--- src/rtl/sv32_ptw.sv ---
// sv32_ptw -- Sv32 two-level page-table walker with optional one-entry TLB.
//
// Translates one virtual address at a time. Machine-mode requests bypass
// translation. Other requests read one or two PTEs from data memory, which
// returns read data combinationally in the same cycle as the address.
//
// Optional feature macro: PTW_TLB_EN
//   When this macro is defined, a one-entry TLB caches the last successful
//   translation. tlb_flush clears that entry. When the macro is undefined,
//   every translated request does a full walk and tlb_flush has no effect.
//
// Ports
//   clk, rst                   clock, asynchronous active-high reset
//   req_valid/req_ready        request handshake (req_ready only in IDLE)
//   req_vaddr, req_is_store    virtual address, access type (store needs W)
//   priv_m                     machine mode: paddr = vaddr, no walk
//   satp_ppn                   root page-table PPN (live value is used)
//   tlb_flush                  single-cycle TLB invalidate (sfence.vma)
//   mem_en, mem_addr           PTE read request (only in L1/L0, else 0)
//   mem_rdata                  PTE read data, same-cycle
//   resp_valid/resp_ready      response handshake
//   resp_paddr, resp_fault     physical address (0 on fault), page fault
//
// state | meaning
// IDLE  | waiting for a request, req_ready=1
// L1    | reading the level-1 PTE (satp root table)
// L0    | reading the level-0 PTE (table from level-1 PTE)
// RESP  | holding the result until resp_ready
module sv32_ptw (
    input  logic        clk,
    input  logic        rst,
    input  logic        req_valid,
    output logic        req_ready,
    input  logic [31:0] req_vaddr,
    input  logic        req_is_store,
    input  logic        priv_m,
    input  logic [21:0] satp_ppn,
    input  logic        tlb_flush,
    output logic        mem_en,
    output logic [31:0] mem_addr,
    input  logic [31:0] mem_rdata,
    output logic        resp_valid,
    input  logic        resp_ready,
    output logic [31:0] resp_paddr,
    output logic        resp_fault
);

    typedef enum logic [1:0] {
        S_IDLE = 2'd0,
        S_L1   = 2'd1,
        S_L0   = 2'd2,
        S_RESP = 2'd3
    } state_t;

    state_t      state_q, state_d;
    logic [31:0] va_q;
    logic        store_q;
    logic        priv_q;
    logic [19:0] pte1_ppn_q, pte1_ppn_d;
    logic [31:0] paddr_q, paddr_d;
    logic        fault_q, fault_d;
    logic        accept;
    logic        fill_en;
    logic        fill_super;

    // PTE decode of the word currently on mem_rdata.
    logic pte_v, pte_r, pte_w, pte_x;
    logic pte_invalid, pte_leaf, pte_perm_fault;

    assign pte_v          = mem_rdata[0];
    assign pte_r          = mem_rdata[1];
    assign pte_w          = mem_rdata[2];
    assign pte_x          = mem_rdata[3];
    // W without R is a reserved encoding and treated like V=0.
    assign pte_invalid    = !pte_v || (!pte_r && pte_w);
    assign pte_leaf       = pte_r || pte_x;
    assign pte_perm_fault = store_q ? !pte_w : !pte_r;

    assign accept = req_valid && req_ready;

    // TLB lookup is done against the live request so a hit can respond at T+1.
    logic        tlb_hit;
    logic        tlb_perm_fault;
    logic [31:0] tlb_paddr;

`ifdef PTW_TLB_EN
    logic        tlb_valid_q;
    logic [19:0] tlb_vpn_q;
    logic [19:0] tlb_ppn_q;
    logic        tlb_r_q;
    logic        tlb_w_q;
    logic        tlb_super_q;

    // A superpage entry covers 4 MiB, so only the upper VPN bits are compared.
    assign tlb_hit = tlb_valid_q &&
                     (tlb_super_q ? (tlb_vpn_q[19:10] == req_vaddr[31:22])
                                  : (tlb_vpn_q == req_vaddr[31:12]));
    assign tlb_perm_fault = req_is_store ? !tlb_w_q : !tlb_r_q;
    assign tlb_paddr = tlb_super_q ? {tlb_ppn_q[19:10], req_vaddr[21:0]}
                                   : {tlb_ppn_q, req_vaddr[11:0]};

    always_ff @(posedge clk or posedge rst) begin
        if (rst) begin
            tlb_valid_q <= 1'b0;
            tlb_vpn_q   <= 20'd0;
            tlb_ppn_q   <= 20'd0;
            tlb_r_q     <= 1'b0;
            tlb_w_q     <= 1'b0;
            tlb_super_q <= 1'b0;
        end else if (tlb_flush) begin
            // Flush takes priority over a fill landing in the same cycle.
            tlb_valid_q <= 1'b0;
        end else if (fill_en) begin
            tlb_valid_q <= 1'b1;
            tlb_vpn_q   <= va_q[31:12];
            tlb_ppn_q   <= mem_rdata[29:10];
            tlb_r_q     <= pte_r;
            tlb_w_q     <= pte_w;
            tlb_super_q <= fill_super;
        end
    end
`else
    assign tlb_hit        = 1'b0;
    assign tlb_perm_fault = 1'b0;
    assign tlb_paddr      = 32'h0;

    logic unused_tlb;
    assign unused_tlb = ^{tlb_flush, fill_en, fill_super};
`endif

    // PTE software bits, physical bits above 32-bit PA, and the registered
    // privilege (the bypass decision is made at accept) are not needed.
    logic unused_bits;
    assign unused_bits = ^{mem_rdata[31:30], mem_rdata[9:4], satp_ppn[21:20], priv_q};

    always_ff @(posedge clk or posedge rst) begin
        if (rst) begin
            state_q    <= S_IDLE;
            va_q       <= 32'h0;
            store_q    <= 1'b0;
            priv_q     <= 1'b0;
            pte1_ppn_q <= 20'd0;
            paddr_q    <= 32'h0;
            fault_q    <= 1'b0;
        end else begin
            state_q    <= state_d;
            pte1_ppn_q <= pte1_ppn_d;
            paddr_q    <= paddr_d;
            fault_q    <= fault_d;
            if (accept) begin
                va_q    <= req_vaddr;
                store_q <= req_is_store;
                priv_q  <= priv_m;
            end
        end
    end

    always_comb begin
        state_d    = state_q;
        pte1_ppn_d = pte1_ppn_q;
        paddr_d    = paddr_q;
        fault_d    = fault_q;
        fill_en    = 1'b0;
        fill_super = 1'b0;
        req_ready  = 1'b0;
        mem_en     = 1'b0;
        mem_addr   = 32'h0;
        resp_valid = 1'b0;
        resp_paddr = 32'h0;
        resp_fault = 1'b0;

        case (state_q)
            S_IDLE: begin
                req_ready = 1'b1;
                if (req_valid) begin
                    if (priv_m) begin
                        state_d = S_RESP;
                        paddr_d = req_vaddr;
                        fault_d = 1'b0;
                    end else if (tlb_hit) begin
                        state_d = S_RESP;
                        fault_d = tlb_perm_fault;
                        paddr_d = tlb_perm_fault ? 32'h0 : tlb_paddr;
                    end else begin
                        state_d = S_L1;
                    end
                end
            end

            S_L1: begin
                mem_en   = 1'b1;
                mem_addr = {satp_ppn[19:0], 12'h000} + {20'd0, va_q[31:22], 2'b00};
                if (!pte_invalid && !pte_leaf) begin
                    state_d    = S_L0;
                    pte1_ppn_d = mem_rdata[29:10];
                end else begin
                    state_d = S_RESP;
                    fault_d = 1'b1;
                    paddr_d = 32'h0;
                    // Superpage leaf must be 4 MiB aligned (PPN[0] field zero).
                    if (!pte_invalid && !pte_perm_fault && (mem_rdata[19:10] == 10'd0)) begin
                        fault_d    = 1'b0;
                        paddr_d    = {mem_rdata[29:20], va_q[21:0]};
                        fill_en    = 1'b1;
                        fill_super = 1'b1;
                    end
                end
            end

            S_L0: begin
                mem_en   = 1'b1;
                mem_addr = {pte1_ppn_q, 12'h000} + {20'd0, va_q[21:12], 2'b00};
                state_d  = S_RESP;
                fault_d  = 1'b1;
                paddr_d  = 32'h0;
                if (!pte_invalid && pte_leaf && !pte_perm_fault) begin
                    fault_d = 1'b0;
                    paddr_d = {mem_rdata[29:10], va_q[11:0]};
                    fill_en = 1'b1;
                end
            end

            S_RESP: begin
                resp_valid = 1'b1;
                resp_paddr = paddr_q;
                resp_fault = fault_q;
                if (resp_ready) begin
                    state_d = S_IDLE;
                end
            end

            default: begin
                state_d = S_IDLE;
            end
        endcase
    end

endmodule
--- config.mk ---
export PLATFORM = sky130hd
export DESIGN_NAME = sv32_ptw
export DESIGN_NICKNAME = d
export VERILOG_FILES = /design/src/rtl/sv32_ptw.sv
export SDC_FILE = /design/constraint.sdc
export NUM_CORES = 1
export LEC_CHECK = 0
export CAP_MARGIN = 20
export CORE_UTILIZATION = 40
export DETAILED_ROUTE_END_ITERATION = 10
export DONT_BUFFER_PORTS = 1
export HOLD_SLACK_MARGIN = 0.12
export PLACE_DENSITY = 0.55
export SLEW_MARGIN = 20
export SYNTH_ARGS = -nofsm -noshare
export SYNTH_HDL_FRONTEND = slang
export SYNTH_SLANG_ARGS = --single-unit
--- constraint.sdc ---
create_clock -name clk -period 2.78 [get_ports clk]
set_input_delay 0.278 -clock clk [delete_from_list [all_inputs] [get_ports clk]]
set_output_delay 0.278 -clock clk [all_outputs]
set_load 0.01 [all_outputs]
==> summary.txt <==
Detailed routing
  • Vias/cell: 5.62
  • Aggregate routed wire length: 13,200 um
  • 1st-iter DRT viols: 161
  • Post-DR wirelength/cell: 20.0 um
  • Routed Antenna Nets: 0
  • Via count: 3,719
  • DRC: 0
  • Drt pass-1 iters: 4

Global routing
  • Grt total ovfl: 0
  • Gr usage total: 21.9%
  • Pin count of the biggest net entering global routing: 58
  • Initial antenna violation count: 0
  • Vias in the first global route: 3,749
  • Global-route wire length before repair: 21,100 um

CTS
  • Clock latency at the later pin of the worst-skew pair: 350 ps
  • Number of post-CTS setup repair buffers: 0
  • CTS Buffer Depth: 2
  • Total CTS buffers: 9
  • Clk slew on worst S/H paths: 60 ps
  • Resize count post-CTS: 0
  • Htree depth: 3
  • CTS Root Buffer Type: clkbuf_16
  • CTS tree: built
  • Hold_buf cts: 54
  • Clk sinks: 88

Cells and area
  • Syn-to-layout area delta: 20.4%
  • Final std cell area, no fill: 5870 um^2
  • Non-Filler Instances: 662
  • Final #Nets: 611
  • Antenna Cells: 0
  • Share of cells above drive strength 1: 18.3%

STA
  • Final Hold Fails: 0
  • Setup_tns: 0 ps
  • Final critical-path share of the clock period: 89.9%
  • Tmin final: 2500 ps
  • Fmax: 400 MHz
  • Clk_skew: 6.06 ps
  • # setup viols final: 0
  • Pins Over Slew Limit: 0
  • Worst Tran Pin Value: 720 ps
  • Slew margin rel.: 52.0%
  • RSZ-0062 raised after global routing: no

Die
  • Starting Density: 41.8%
  • Die ar.: 12,600 um^2
  • Num rows: 39
  • Core Box Area: 11,700 um^2
  • Die Width: 112 um
  • Top Ports: 161
  • DIE HEIGHT: 112 um

Setup path
  • CP Launch Type: flip-flop
  • Crit-path cells: inv_1 > ha_2 > buf_4 > nor2b_1
  • CP required: 2500 ps
  • CP endpoint kind: output port
  • Critical Path AT: 2220 ps
  • CP Max Fanout: 20
  • CP max stage delay: 670 ps
  • Critical path class: flip-flop to output port
  • Crit-path slowest cell: ha_2

Synth
  • Synth area leader: dfrtp_1
  • Seq/Total Area, Yosys: 45.2%
  • Ys Warns: 0
  • Yosys top cell area share: 45.2%
  • Synth unique cells: 32
  • Syn Inst Count: 479
  • Post-Syn Area per Cell: 10.2 um^2
  • Mapped Area: 4870 um^2
  • Synth Register Bits: 88
  • Top cells by area, synth: dfrtp_1 45%, mux2_2 12%, nor2b_1 6.8%

Place
  • Dpl cells: 592
  • GP Congestion: 0.782
  • Post-Place Cell Area: 5010 um^2
  • Detailed Place HPWL: 8610 um
  • IO buf count: 0

Run status
  • Status: completed

Hold path
  • HP Class: input pin to flip-flop

Run
  • Max-cap check violation count: 0

Power
  • Cell Pwr Density: 1190 nW/um^2
  • VDD IR max: 0.557 mV
  • Leakage: 0.00246 uW
==> layer usage <==
metal | routed length, um | track usage, % | vias up
met1 | 5950 | 27.6 | 1843
met2 | 6330 | 36.4 | 117
li1 | - | - | 1745
met3 | 776 | 6.59 | 14
met4 | 190 | 6.22 | 0
met5 | 0 | 0 | -
==> placed cells by master (no fill, tap or decap), types with 12 or more instances in the layout <==
master	Yosys	routed
dfrtp_1	88	88
dlygate4sd3_1	0	54
mux2_2	53	53
nor2b_1	53	53
nand2_1	50	49
and2_1	33	33
a22oi_1	30	30
mux2i_1	23	23
o21ai_1	20	20
o21ai_0	14	14
o31ai_1	12	12
buf_4	4	12
==> area by class of cell <==
class	instances	area [um^2]
clock buffer	12	267
clock inverter	4	51.3
fill	1081	5800
inverter	6	25.0
multi-input combinational	340	2450
sequential	88	2200
tap	143	179
timing repair buffer	69	691
==> state kept, by name, indices dropped and copies added, names as in the netlist <==
| name | count |
|---|---|
| store_q | 1 |
| pte1_ppn_q | 20 |
| fault_q | 1 |
| va_q | 32 |
| state_q | 2 |
| paddr_q | 32 |
==> report_power, final <==
part	leakage (uW)	internal, uW	switching, uW
Clock	0.000155	770	511
Combinational	0.00122	1510	1980
Sequential	0.00109	1890	342
==> cells by family (layout without fill, tap and decap cells) <==
| family | after synthesis | count (layout) | share of synthesized area (%) |
|---|---|---|---|
| AND/OR/NAND/NOR | 156 | 156 | 17.7 |
| AO/OA/AOI/OAI | 102 | 102 | 13.9 |
| flip-flops | 88 | 88 | 45.2 |
| multiplexers | 76 | 76 | 17.0 |
| buffers and inverters | 52 | 91 | 5.16 |
| adder cells (fa/ha/maj) | 4 | 4 | 1.03 |
| other | 1 | 2 | 0.0769 |
==> stage by stage <==
stage          utilization [%]  worst slack [ps]  hold slack, ps  power [uW]
2_1_floorplan                -               223             405        4880
3_3_place_gp              42.9               694             330        5600
3_5_place_dp              42.9               624             328        5700
4_1_cts                   50.3               250             126        7080
5_1_grt                   50.3               174             143        7530
6_report                  50.3               280             138        7010
==> cell usage after synthesis (all sizes together) <==
cell and count:
a21boi 1, a21oi 11, a221oi 1, a22oi 30
a32o 1, a32oi 1, and2 33, buf 17
clkbuf 29, conb 1, dfrtp 88, ha 4
inv 6, mux2 53, mux2i 23, nand2 50
nor2 4, nor2b 53, nor3 1, nor4 11
nor4b 1, o21ai 34, o22ai 1, o2bb2ai 10
o31ai 12, or2 1, or4 2
==> path summary, 6_finish.rpt <==
| check | startpoint | to | slack, ps | cells past startpoint |
|---|---|---|---|---|
| min in group asynchronous | rst | store_q | 550 | 2 |
| min reg2reg | paddr_q[20] | paddr_q[20] | 480 | 1 |
| max in group asynchronous | rst | paddr_q[12] | 1520 | 3 |
| max reg2reg | state_q[1] | paddr_q[31] | 600 | 7 |
| min | req_vaddr[16] | paddr_q[16] | 140 | 2 |
| max | state_q[1] | mem_addr[9] | 280 | 4 |
==> critical path: cells and delay by family (launching register included) <==
kind / cells / cell delay, ps
adders and majority gates: 1 / 670
and+or+nand+nor: 1 / 350
buffers and inverters: 2 / 430
DFF: 1 / 420
No activity file was read; power rests on OpenSTA's default activity.
